==> src/rtl/bw_io_rcvr_pkg.sv <==
// Shared types and constants for the pad receiver conditioning path.
// Optional glitch counter is enabled with macro BW_IO_RCVR_GLITCH_CNT_EN.
package bw_io_rcvr_pkg;

   localparam int unsigned RCVR_CNT_W    = 4;
   localparam int unsigned RCVR_GLITCH_W = 8;
   localparam logic [RCVR_GLITCH_W-1:0] RCVR_GLITCH_MAX = 8'hFF;

   typedef enum logic [1:0] {
      LO      = 2'd0,
      LO_PEND = 2'd1,
      HI      = 2'd2,
      HI_PEND = 2'd3
   } rcvr_state_t;

   // Filtered level implied by a debounce state.
   function automatic logic rcvr_is_hi(input rcvr_state_t s);
      return (s == HI) || (s == HI_PEND);
   endfunction

endpackage

==> src/rtl/bw_io_rcvr_sync.sv <==
// Multi-flop synchronizer for an asynchronous single-bit level.
// Reusable by any pad receiver; all flops reset to 0.
module bw_io_rcvr_sync #(
   parameter int unsigned SYNC_STAGES = 2
) (
   input  logic clk,
   input  logic rst_l,
   input  logic d,
   output logic q
);

   logic [SYNC_STAGES-1:0] chain;

   // Shift the raw level through the flop chain.
   always_ff @(posedge clk or negedge rst_l) begin
      if (!rst_l) begin
         chain <= '0;
      end else begin
         chain <= {chain[SYNC_STAGES-2:0], d};
      end
   end

   assign q = chain[SYNC_STAGES-1];

endmodule

==> src/rtl/bw_io_rcvr_sync_filt.sv <==
// Receiver conditioning: synchronize torcvr, debounce it with a
// counter-based FSM, and emit registered rise/fall event pulses.
// Macro BW_IO_RCVR_GLITCH_CNT_EN adds glitch_clr / glitch_cnt.
module bw_io_rcvr_sync_filt
   import bw_io_rcvr_pkg::*;
#(
   parameter int unsigned SYNC_STAGES = 2,
   parameter int unsigned FILT_CYC    = 4
) (
   input  logic                     clk,
   input  logic                     rst_l,
   input  logic                     torcvr,
   input  logic                     filt_en,
`ifdef BW_IO_RCVR_GLITCH_CNT_EN
   input  logic                     glitch_clr,
   output logic [RCVR_GLITCH_W-1:0] glitch_cnt,
`endif
   output logic                     rcvr_out,
   output logic                     rise_pls,
   output logic                     fall_pls
);

   localparam logic [RCVR_CNT_W-1:0] FILT_LIM = RCVR_CNT_W'(FILT_CYC);
   localparam logic [RCVR_CNT_W-1:0] CNT_ONE  = RCVR_CNT_W'(1);

   logic                  sync_q;
   rcvr_state_t           state;
   rcvr_state_t           state_nxt;
   logic [RCVR_CNT_W-1:0] cnt;
   logic [RCVR_CNT_W-1:0] cnt_nxt;
   logic [RCVR_CNT_W-1:0] cnt_inc;
   logic                  hi_c;

   bw_io_rcvr_sync #(
      .SYNC_STAGES (SYNC_STAGES)
   ) u_sync (
      .clk   (clk),
      .rst_l (rst_l),
      .d     (torcvr),
      .q     (sync_q)
   );

   assign cnt_inc = cnt + CNT_ONE;

   // Debounce state and consecutive-sample counter.
   always_ff @(posedge clk or negedge rst_l) begin
      if (!rst_l) begin
         state <= LO;
         cnt   <= '0;
      end else begin
         state <= state_nxt;
         cnt   <= cnt_nxt;
      end
   end

   // Next state: bypass forces the settled level; otherwise count stable samples.
   always_comb begin
      state_nxt = state;
      cnt_nxt   = cnt;
      if (!filt_en) begin
         state_nxt = sync_q ? HI : LO;
         cnt_nxt   = '0;
      end else begin
         unique case (state)
            LO: begin
               if (sync_q) begin
                  if (FILT_LIM == CNT_ONE) begin
                     state_nxt = HI;
                  end else begin
                     state_nxt = LO_PEND;
                     cnt_nxt   = CNT_ONE;
                  end
               end
            end
            LO_PEND: begin
               if (!sync_q) begin
                  state_nxt = LO;
                  cnt_nxt   = '0;
               end else if (cnt_inc == FILT_LIM) begin
                  state_nxt = HI;
                  cnt_nxt   = '0;
               end else begin
                  cnt_nxt = cnt_inc;
               end
            end
            HI: begin
               if (!sync_q) begin
                  if (FILT_LIM == CNT_ONE) begin
                     state_nxt = LO;
                  end else begin
                     state_nxt = HI_PEND;
                     cnt_nxt   = CNT_ONE;
                  end
               end
            end
            HI_PEND: begin
               if (sync_q) begin
                  state_nxt = HI;
                  cnt_nxt   = '0;
               end else if (cnt_inc == FILT_LIM) begin
                  state_nxt = LO;
                  cnt_nxt   = '0;
               end else begin
                  cnt_nxt = cnt_inc;
               end
            end
            default: begin
               state_nxt = LO;
               cnt_nxt   = '0;
            end
         endcase
      end
   end

   // Level presented by the current state.
   always_comb begin
      hi_c = rcvr_is_hi(state);
   end

   // Registered level and single-cycle edge events.
   always_ff @(posedge clk or negedge rst_l) begin
      if (!rst_l) begin
         rcvr_out <= 1'b0;
         rise_pls <= 1'b0;
         fall_pls <= 1'b0;
      end else begin
         rcvr_out <= hi_c;
         rise_pls <= hi_c & ~rcvr_out;
         fall_pls <= ~hi_c & rcvr_out;
      end
   end

`ifdef BW_IO_RCVR_GLITCH_CNT_EN
   logic abort_c;

   // A pending change that reverts while filtering is a rejected glitch.
   always_comb begin
      abort_c = filt_en & (((state == LO_PEND) & ~sync_q) |
                           ((state == HI_PEND) &  sync_q));
   end

   // Saturating glitch counter; clear has priority over increment.
   always_ff @(posedge clk or negedge rst_l) begin
      if (!rst_l) begin
         glitch_cnt <= '0;
      end else if (glitch_clr) begin
         glitch_cnt <= '0;
      end else if (abort_c && (glitch_cnt != RCVR_GLITCH_MAX)) begin
         glitch_cnt <= glitch_cnt + RCVR_GLITCH_W'(1);
      end
   end
`endif

endmodule

==> config.mk <==
export PLATFORM = sky130hd
export DESIGN_NAME = bw_io_rcvr_sync_filt
export DESIGN_NICKNAME = d
export VERILOG_FILES = /design/src/rtl/bw_io_rcvr_pkg.sv /design/src/rtl/bw_io_rcvr_sync.sv /design/src/rtl/bw_io_rcvr_sync_filt.sv
export SDC_FILE = /design/constraint.sdc
export NUM_CORES = 1
export LEC_CHECK = 0
export ABC_CLOCK_PERIOD_IN_PS = 1600
export BUFFER_PORTS_ARGS = -buffer_cell sky130_fd_sc_hd__buf_4
export CAP_MARGIN = 20
export CORE_AREA = 2 2 39 41
export CTS_CLUSTER_SIZE = 28
export DETAILED_ROUTE_END_ITERATION = 12
export DIE_AREA = 0 0 41 43
export PLACE_DENSITY_LB_ADDON = 0.1
export RECOVER_POWER = 25
export SYNTH_ARGS = -nofsm -noshare
export SYNTH_HDL_FRONTEND = slang
export SYNTH_SLANG_ARGS = --single-unit
==> constraint.sdc <==
create_clock -name clk -period 1.6 [get_ports clk]
set_input_delay 0.08 -clock clk [delete_from_list [all_inputs] [get_ports clk]]
set_output_delay 0.08 -clock clk [all_outputs]
set_load 0.1 [all_outputs]
==> results of run 1 <==
==> layout make-up <==
type	count	area [sq um]	area share
multi-input cells	26	185	0.319
repair buffers	9	68.8	0.119
well taps	16	20.0	0.0345
inverters	1	3.75	0.00647
flip-flops and latches	11	277	0.476
clock buffers	4	26.3	0.0453
==> repair_timing <==
action / in CTS / in global routing
buffers inserted: 0 / 1
hold buffers: 2 / 0
gates resized for setup: 0 / 1
endpoints found under the setup margin: 0 / 1
endpoints found under the hold margin: 12 / 0
==> how the worst min path moves through the flow <==
stage,slack [ns],to,from,depth (start not counted)
finish,0.05,cnt[2],filt_en,2
global route,0.03,cnt[2],filt_en,2
CTS,0.04,cnt[2],filt_en,2
detailed placement,-0.08,state[0],rst_l,1
global placement,-0.08,rcvr_out,rst_l,1
floorplan,-0.22,asynchronous set/reset pin,rst_l,0
==> kinds of logic after synthesis <==
| group | Yosys count | synth area share |
|---|---|---|
| xor+xnor | 4 | 0.0749 |
| mux | 1 | 0.0321 |
| compound gates | 6 | 0.0883 |
| buf+inv | 2 | 0.0160 |
| simple gates | 13 | 0.147 |
| flops | 11 | 0.588 |
| fa+ha+maj | 2 | 0.0535 |
==> where the power goes <==
part | switching (W) | leakage, nW | total, W | internal (W)
Clock | 0.0000804 | 0.0150 | 0.000177 | 0.0000962
Combinational | 0.0000862 | 0.125 | 0.000124 | 0.0000377
Sequential | 0.0000209 | 0.139 | 0.000319 | 0.000298
==> flip-flops by register name, summed over array words and instances (netlist names), named ones only <==
signal	cells
rcvr_out	1
cnt	4
rise_pls	1
u_sync.chain	2
state	1
fall_pls	1
==> cell usage in the layout (no fill, tap or decap), drive strengths merged <==
cell type / synthesis / final
dlygate4sd3: 0 / 2
and2: 1 / 1
a211oi: 1 / 1
a21oi: 2 / 2
nand3: 3 / 3
nor2: 3 / 3
xnor2: 1 / 1
ha: 2 / 2
o22ai: 1 / 1
dfrtp: 11 / 11
a41o: 1 / 1
mux2: 1 / 1
nand2: 3 / 3
nand3b: 1 / 1
buf: 0 / 6
nor2b: 2 / 2
clkbuf: 1 / 5
o21a: 1 / 1
xor2: 3 / 3
inv: 1 / 1
==> per-layer routing <==
metal | GRT usage | routed length [um]
met4 | 0.0800 | 0
met1 | 0.161 | 357
met2 | 0.181 | 443
met5 | 0 | 0
met3 | 0.0314 | 17
==> stage by stage <==
step / utilization / hold WS, ns / setup slack, ns / instance area [sq um]
3_3_place_gp: 0.382 / -0.0845 / 0.0794 / 529
5_1_grt: 0.420 / 0.0334 / 0.00291 / 581
3_5_place_dp: 0.382 / -0.0805 / 0.0688 / 529
6_report: 0.420 / 0.0459 / 0.0756 / 581
2_1_floorplan: - / -0.216 / 0.148 / 468
4_1_cts: 0.416 / 0.0371 / 0.0454 / 576
==> results.yml, run 1 <==
run_status:
  status: "completed"
place:
  hpwl_um: 614
  dp.cells: 60
  port_buffers: 6
  gp_congestion: 0.693
finish:
  fill_cells: 125
  final_layout_size_suffix_gt1_frac: 0.235
  nNetsFinal: 58
  stdcell_count: 67
  syn_to_final_growth_pct: 24.1
  diodes: 0
setup_path:
  path_buf_inv: 0
  critPathMaxStageDelay_ns: 0.43
  r2r_setup_slack_ns: 0.08
  setup.worst_path.start_class: "flip-flop"
  critical_path_class: "flip-flop to flip-flop"
  ff2ff_path_depth: 4
  crit_family: "flip-flops"
  worstSetupPathDepth: 4
  crit_required_ns: 1.74
  startpoint: "cnt[0]"
  end_kind: "flip-flop"
  worstPathMaxFanout: 4
  crit_arrival_ns: 1.67
  slowest_stage: "dfrtp_2"
  worstPathCellList: "ha_1 -> xor2_1 -> a41o_1 -> mux2_4"
  crit-reg2reg-launch: "cnt[0]"
die:
  num_io_pins: 7
  dieArea_sq_mm: 0.00176
  core_area_sq_mm: 0.00138
  fp.dieW_um: 41
  initial_core_util: 0.338
  rows: 14
  die_y_um: 43
yosys:
  synth-seq-cells: 11
  netlist_top_cells_area: "dfrtp_1 (59%), xor2_1 (5.6%), ha_1 (5.3%)"
  synth_edf_count: 0
  syn_nets: 45
  synth_cells: 39
  synth-main-ff-cell: "dfrtp_1"
  yosysSeqAreaShare: 0.588
  synth_area_per_cell_sq_um: 12.0
  netlist_top_cells_count: "dfrtp_1 (11), nand2_1 (3), nor2_1 (3), xor2_1 (3)"
  netlist_area_sq_um: 468
  yosys_warnings: 0
  ys_async_sr_fraction: 1.00
  ys_types: 19
  yosysTopAreaCell: "dfrtp_1"
  synth_top_area_share: 0.588
  yosysMostFrequentCell: "dfrtp_1"
detailed_routing:
  via_per_inst: 4.81
  first_pass_iters: 3
  wl_per_cell_um: 12.2
  finalWirelength_um: 818
  drc: 0
  num_vias: 322
  final_antenna_net_count: 0
  drt_iter0_drc: 2
timing:
  setup_viol: 0
  tightestPinTransition_ns: 0.569
  slew_viol_final: 0
  fin_tns_setup_ns: 0
  period_share: 0.953
  maxSlewHeadroom: 0.621
  skew_ns: 0.000524
  max_clock_freq_mhz: 656
  fin_crit_ns: 1.52
  timing.final.hold_violations: 0
  grt_setup_unrepaired: "false"
power_and_ir_drop:
  leakage_nw: 0.279
  power_density_mw_per_mm2: 1070
  finalPower_w: 0.000619
  ir_drop_mv: 0.488
clocking:
  clockBufferDepth: 2
  cts-root-buf: "clkbuf_4"
  cts_tree: "yes"
  cts_made_buffers: 3
  clkTransAtPathRegs_ns: 0.06
  cts_sinks: 11
  cts_max_level: 1
  worstSkewPairLatency_ns: 0.26
grt:
  grt_overflow: 0
  antenna_found_initial: 0
  grt_pass1_vias: 342
  grt_max_degree: 12
  grt_util_all_layers: 0.126
  grt_pass1_wl_um: 1470
job:
  maxCapViolCount: 0
hold_path:
  hold_path.class: "input pin to flip-flop"
(Power assumes the default switching activity.)
==> inputs of run 2 (changes only) <==
==> constraint.sdc (replaced) <==
create_clock -name clk -period 1.6 [get_ports clk]
set_input_delay 0.32 -clock clk [delete_from_list [all_inputs] [get_ports clk]]
set_output_delay 0.32 -clock clk [all_outputs]
set_load 0.1 [all_outputs]
==> results.yml, run 2 (synthesized netlist as in run 1, its figures left out) <==
clocking:
  clockBufferDepth: 2
  cts_made_buffers: 3
  worstSkewPairLatency_ns: 0.26
  cts_sinks: 11
  cts-root-buf: "clkbuf_4"
  cts_max_level: 1
  clkTransAtPathRegs_ns: 0.06
  cts_tree: "yes"
detailed_routing:
  wl_per_cell_um: 12.3
  final_antenna_net_count: 0
  dr_wl_met2_um: 436
  finalWirelength_um: 811
  met1Wirelength_um: 357
  via_per_inst: 4.79
  first_pass_iters: 3
  met3_wirelength_um: 18
  drt_iter0_drc: 2
  num_vias: 316
  top_layer: "met3"
  drc: 0
grt:
  grt_util_all_layers: 0.124
  grt_overflow: 0
  grt_max_degree: 12
  antenna_found_initial: 0
  grt_pass1_vias: 330
  grt_pass1_wl_um: 1440
power_and_ir_drop:
  power_density_mw_per_mm2: 1080
  intPower_w: 0.000430
  power_switching_w: 0.000187
  leakage_nw: 0.274
  finalPower_w: 0.000617
  p_sw_frac: 0.303
  ir_drop_mv: 0.488
  power_frac_comb: 0.197
  seq_power_share: 0.517
  pwr-share-clk: 0.286
place:
  gp_congestion: 0.693
  hpwl_um: 614
  port_buffers: 6
timing:
  setup_viol: 0
  skew_ns: 0.000665
  fin_crit_ns: 1.52
  period_share: 0.953
  grt_setup_unrepaired: "false"
  tightestPinTransition_ns: 0.569
  maxSlewHeadroom: 0.621
  fin_tns_setup_ns: 0
  max_clock_freq_mhz: 656
  timing.final.hold_violations: 0
  slew_viol_final: 0
die:
  num_io_pins: 7
  fp.dieW_um: 41
  dieArea_sq_mm: 0.00176
  rows: 14
  core_area_sq_mm: 0.00138
  initial_core_util: 0.338
  die_y_um: 43
finish:
  regArea_sq_um: 277
  largest_registers: "cnt: 4 flops, u_sync.chain: 2 flops"
  largest_reg_flops: 4
  most-common-layout-cells: "dfrtp_1 (10), buf_4 (5), clkbuf_4 (4)"
  final_layout_size_suffix_gt1_frac: 0.240
  fill_cells: 126
  final_common_cell: "dfrtp_1"
  syn_to_final_growth_pct: 21.9
  regMostFlops: "cnt"
  diodes: 0
  nNetsFinal: 57
  multiInputGateArea_sq_um: 185
setup_path:
  worstPathMaxFanout: 4
  crit-reg2reg-launch: "cnt[0]"
  r2r_setup_slack_ns: 0.08
  critical_path_class: "flip-flop to flip-flop"
  end_kind: "flip-flop"
  crit_required_ns: 1.74
  ff2ff_path_depth: 4
  setup.worst_path.start_class: "flip-flop"
  crit_arrival_ns: 1.67
run_status:
  status: "completed"
hold_path:
  hold_path.class: "input pin to flip-flop"
  whs_path_depth: 1
  holdPathEnd: "u_sync.chain[0]"
  min_from: "torcvr"
job:
  maxCapViolCount: 0
-- run 2: cell count changes in the layout (fill, tap and decap cells not counted), sizes merged --
cell,previous run,this run
buf,6,5
dlygate4sd3,2,1
clkbuf,5,6
-- run 2: cell type report --
class | count | area share
Sequential cell | 11 | 0.485
Multi-Input combinational cell | 26 | 0.325
Timing Repair Buffer | 8 | 0.103
Clock buffer | 4 | 0.0461
Tap cell | 16 | 0.0351
Inverter | 1 | 0.00658
-- run 2: power by group through the flow --
stage               Clock (W)  Sequential (W)  Combinational, W
CTS                  0.000188        0.000319          0.000119
global placement            0        0.000323          0.000117
detailed placement          0        0.000325          0.000117
finish               0.000176        0.000319          0.000122
global route         0.000209        0.000323          0.000130
floorplan                   0        0.000376         0.0000314
-- run 2: what timing repair did --
action	CTS	global route
setup buffers	0	1
gates resized for setup	0	1
endpoints found under the hold margin	11	0
setup endpoints to repair	0	1
hold buffers	1	0
-- run 2: layer usage --
metal,vias to the layer above,track usage
met3,0,0.0314
met2,4,0.175
met5,-,0
met4,0,0.0800
met1,159,0.161
li1,153,-
-- run 2: worst max path at each step --
stage          startpoint         to  slack, ns  cells after the start
2_1_floorplan      cnt[0]  flip-flop       0.15                      4
3_3_place_gp       cnt[0]  flip-flop       0.08                      4
3_5_place_dp       cnt[0]  flip-flop       0.07                      4
4_1_cts            cnt[0]  flip-flop       0.05                      4
5_1_grt            cnt[1]  flip-flop      0.003                      4
6_report           cnt[0]  flip-flop       0.08                      4
-- run 2: stage by stage --
stage	area, sq um	util	hold WS (ns)	setup slack (ns)	cells
final	571	0.412	0.190	0.0756	66
after global placement	529	0.382	0.156	0.0794	60
after global routing	571	0.412	0.159	0.00291	66
after CTS	566	0.409	0.153	0.0454	65
after floorplan	468	-	0.0244	0.148	39
after detailed placement	529	0.382	0.159	0.0688	60
-- run 2: critical path, cell delays in order (launching register included) --
cell and delay [ns]:
dfrtp_2 0.43, ha_1 0.22, xor2_1 0.20, a41o_1 0.25
mux2_4 0.31
==> inputs of run 3 (changes only) <==
--- a/config.mk
+++ b/config.mk
@@ -8,12 +8,13 @@
 export ABC_CLOCK_PERIOD_IN_PS = 1600
 export BUFFER_PORTS_ARGS = -buffer_cell sky130_fd_sc_hd__buf_4
 export CAP_MARGIN = 20
-export CORE_AREA = 2 2 39 41
+export CORE_MARGIN = 2
+export CORE_UTILIZATION = 37
 export CTS_CLUSTER_SIZE = 28
 export DETAILED_ROUTE_END_ITERATION = 12
-export DIE_AREA = 0 0 41 43
 export PLACE_DENSITY_LB_ADDON = 0.1
 export RECOVER_POWER = 25
 export SYNTH_ARGS = -nofsm -noshare
 export SYNTH_HDL_FRONTEND = slang
+export SYNTH_HIERARCHICAL = 1
 export SYNTH_SLANG_ARGS = --single-unit
==> results.yml, run 3 <==
run_status:
  status: "completed"
finish:
  final_layout_size_suffix_gt1_frac: 0.218
  nNetsFinal: 62
  most-common-layout-cells: "dfrtp_1 (11), buf_4 (5), clkbuf_4 (4)"
  largest_registers: "cnt: 4 flops, u_sync/chain: 2 flops"
  regMostFlops: "cnt"
  stdcell_area_sq_um: 607
  postLayoutCoreUtil: 0.466
  fill_cells: 132
  syn_to_final_growth_pct: 18.0
  final_common_cell: "dfrtp_1"
  regArea_sq_um: 275
  diodes: 0
  multiInputGateArea_sq_um: 224
  largest_reg_flops: 4
yosys:
  synth-main-ff-cell: "dfrtp_1"
  yosysTopAreaCell: "dfrtp_1"
  yosys_warnings: 6
  synth_area_per_cell_sq_um: 11.2
  synth_top_area_share: 0.535
  synth_edf_count: 0
  syn_nets: 52
  ys_async_sr_fraction: 1.00
  yosysSeqAreaShare: 0.535
  yosysMostFrequentCell: "dfrtp_1"
  netlist_top_cells_area: "dfrtp_1 (54%), xor2_1 (5.1%), ha_1 (4.9%)"
  synth-seq-cells: 11
  ys_types: 22
  synth_cells: 46
  netlist_area_sq_um: 514
power_and_ir_drop:
  pwr-share-clk: 0.314
  seq_power_share: 0.505
  p_sw_frac: 0.319
  intPower_w: 0.000425
  power_density_mw_per_mm2: 1030
  ir_drop_mv: 0.640
  power_frac_comb: 0.181
  leakage_nw: 0.292
  power_switching_w: 0.000199
hold_path:
  whs_path_depth: 1
  hold_path.class: "input pin to flip-flop"
  min_from: "torcvr"
timing:
  tightestPinTransition_ns: 0.586
  max_clock_freq_mhz: 699
  skew_ns: 0.00146
  period_share: 0.894
  slew_viol_final: 0
  maxSlewHeadroom: 0.610
  grt_setup_unrepaired: "false"
  setup_viol: 0
  timing.final.hold_violations: 0
  hold-worst-slack_ns: 0.171
  fin_crit_ns: 1.43
  fin_tns_setup_ns: 0
setup_path:
  end_kind: "flip-flop"
  setup.worst_path.start_class: "flip-flop"
  worstPathCellList: "ha_1 -> nor2b_1 -> a32o_1 -> and3_4 -> o221ai_2"
  critical_path_class: "flip-flop to flip-flop"
  worstPathMaxFanout: 7
  crit_required_ns: 1.76
  crit_arrival_ns: 1.59
  startpoint: "cnt[0]"
  slowest_stage: "dfrtp_1"
  ff2ff_path_depth: 5
  critPathMaxStageDelay_ns: 0.45
  crit-reg2reg-launch: "cnt[0]"
detailed_routing:
  first_pass_iters: 2
  via_per_inst: 5.24
  wl_per_cell_um: 12.9
  drt_iter0_drc: 4
  finalWirelength_um: 900
  drc: 0
  final_antenna_net_count: 0
  num_vias: 367
clocking:
  clkTransAtPathRegs_ns: 0.07
  cts_sinks: 11
  cts-root-buf: "clkbuf_4"
  cts_made_buffers: 3
  clockBufferDepth: 2
  cts_max_level: 1
  cts_tree: "yes"
  worstSkewPairLatency_ns: 0.27
grt:
  grt_overflow: 0
  antenna_found_initial: 0
  grt_pass1_wl_um: 1410
  grt_pass1_vias: 317
  grt_util_all_layers: 0.135
  grt_max_degree: 12
die:
  rows: 13
  dieArea_sq_mm: 0.00170
  initial_core_util: 0.395
  core_area_sq_mm: 0.00130
  num_io_pins: 7
  die_y_um: 41.3
  fp.dieW_um: 41.3
place:
  placed_area_sq_um: 574
  gp_congestion: 0.838
  port_buffers: 6
job:
  maxCapViolCount: 0
-- run 3: critical path: cells and delay by family (launching register included) --
kind / cells / cell delay, ns
flops: 1 / 0.45
simple gates: 2 / 0.32
compound gates: 2 / 0.28
fa+ha+maj: 1 / 0.27
-- run 3: timing repair --
item                                    CTS  global route
setup buffers                             0             0
gates resized for setup                   0             0
hold endpoints to repair                 11             0
hold buffers                              1             0
endpoints found under the setup margin    0             0
-- run 3: final timing paths --
check	to	slack [ns]
setup / recovery	flip-flop	0.17
hold / removal	u_sync/chain[0]	0.17
setup reg to reg	flip-flop	0.17
hold reg to reg	u_sync/chain[1]	0.36
max in group asynchronous	cnt[0]	0.66
min in group asynchronous	rise_pls	0.56
-- run 3: metrics by stage --
stage / power [W] / worst slack [ns] / std cells
finish: 0.000624 / 0.169 / 70
global route: 0.000657 / 0.109 / 70
CTS: 0.000627 / 0.168 / 70
detailed placement: 0.000434 / 0.183 / 65
global placement: 0.000430 / 0.206 / 65
floorplan: 0.000399 / 0.253 / 46
-- run 3: cell families (layout without fill, tap and decap cells) --
logic type	count (synthesis)	after routing	share of synthesized area
simple gates	18	18	0.200
flops	11	11	0.535
compound gates	8	8	0.136
buf+inv	4	13	0.0292
xor+xnor	3	3	0.0511
fa+ha+maj	2	2	0.0487
-- run 3: layout make-up --
type                       instances  share of cell area
multi-input combinational         31               0.369
tap                               15              0.0309
sequential                        11               0.454
timing repair buffer               8              0.0969
clock buffer                       4              0.0433
inverter                           1             0.00619
-- run 3: power groups by stage --
stage	Clock, W	Combinational [W]	Sequential, W
global placement	0	0.000111	0.000319
floorplan	0	0.0000353	0.000363
finish	0.000196	0.000113	0.000315
global route	0.000216	0.000123	0.000319
CTS	0.000196	0.000115	0.000316
detailed placement	0	0.000113	0.000321
-- run 3: per-layer routing --
| layer | track usage | up-vias | part of all wire |
|---|---|---|---|
| met5 | 0 | - | 0 |
| met4 | 0.0968 | 0 | 0.030 |
| met3 | 0.0326 | 5 | 0.048 |
| met2 | 0.203 | 10 | 0.47 |
| met1 | 0.167 | 174 | 0.45 |
| li1 | - | 178 | - |
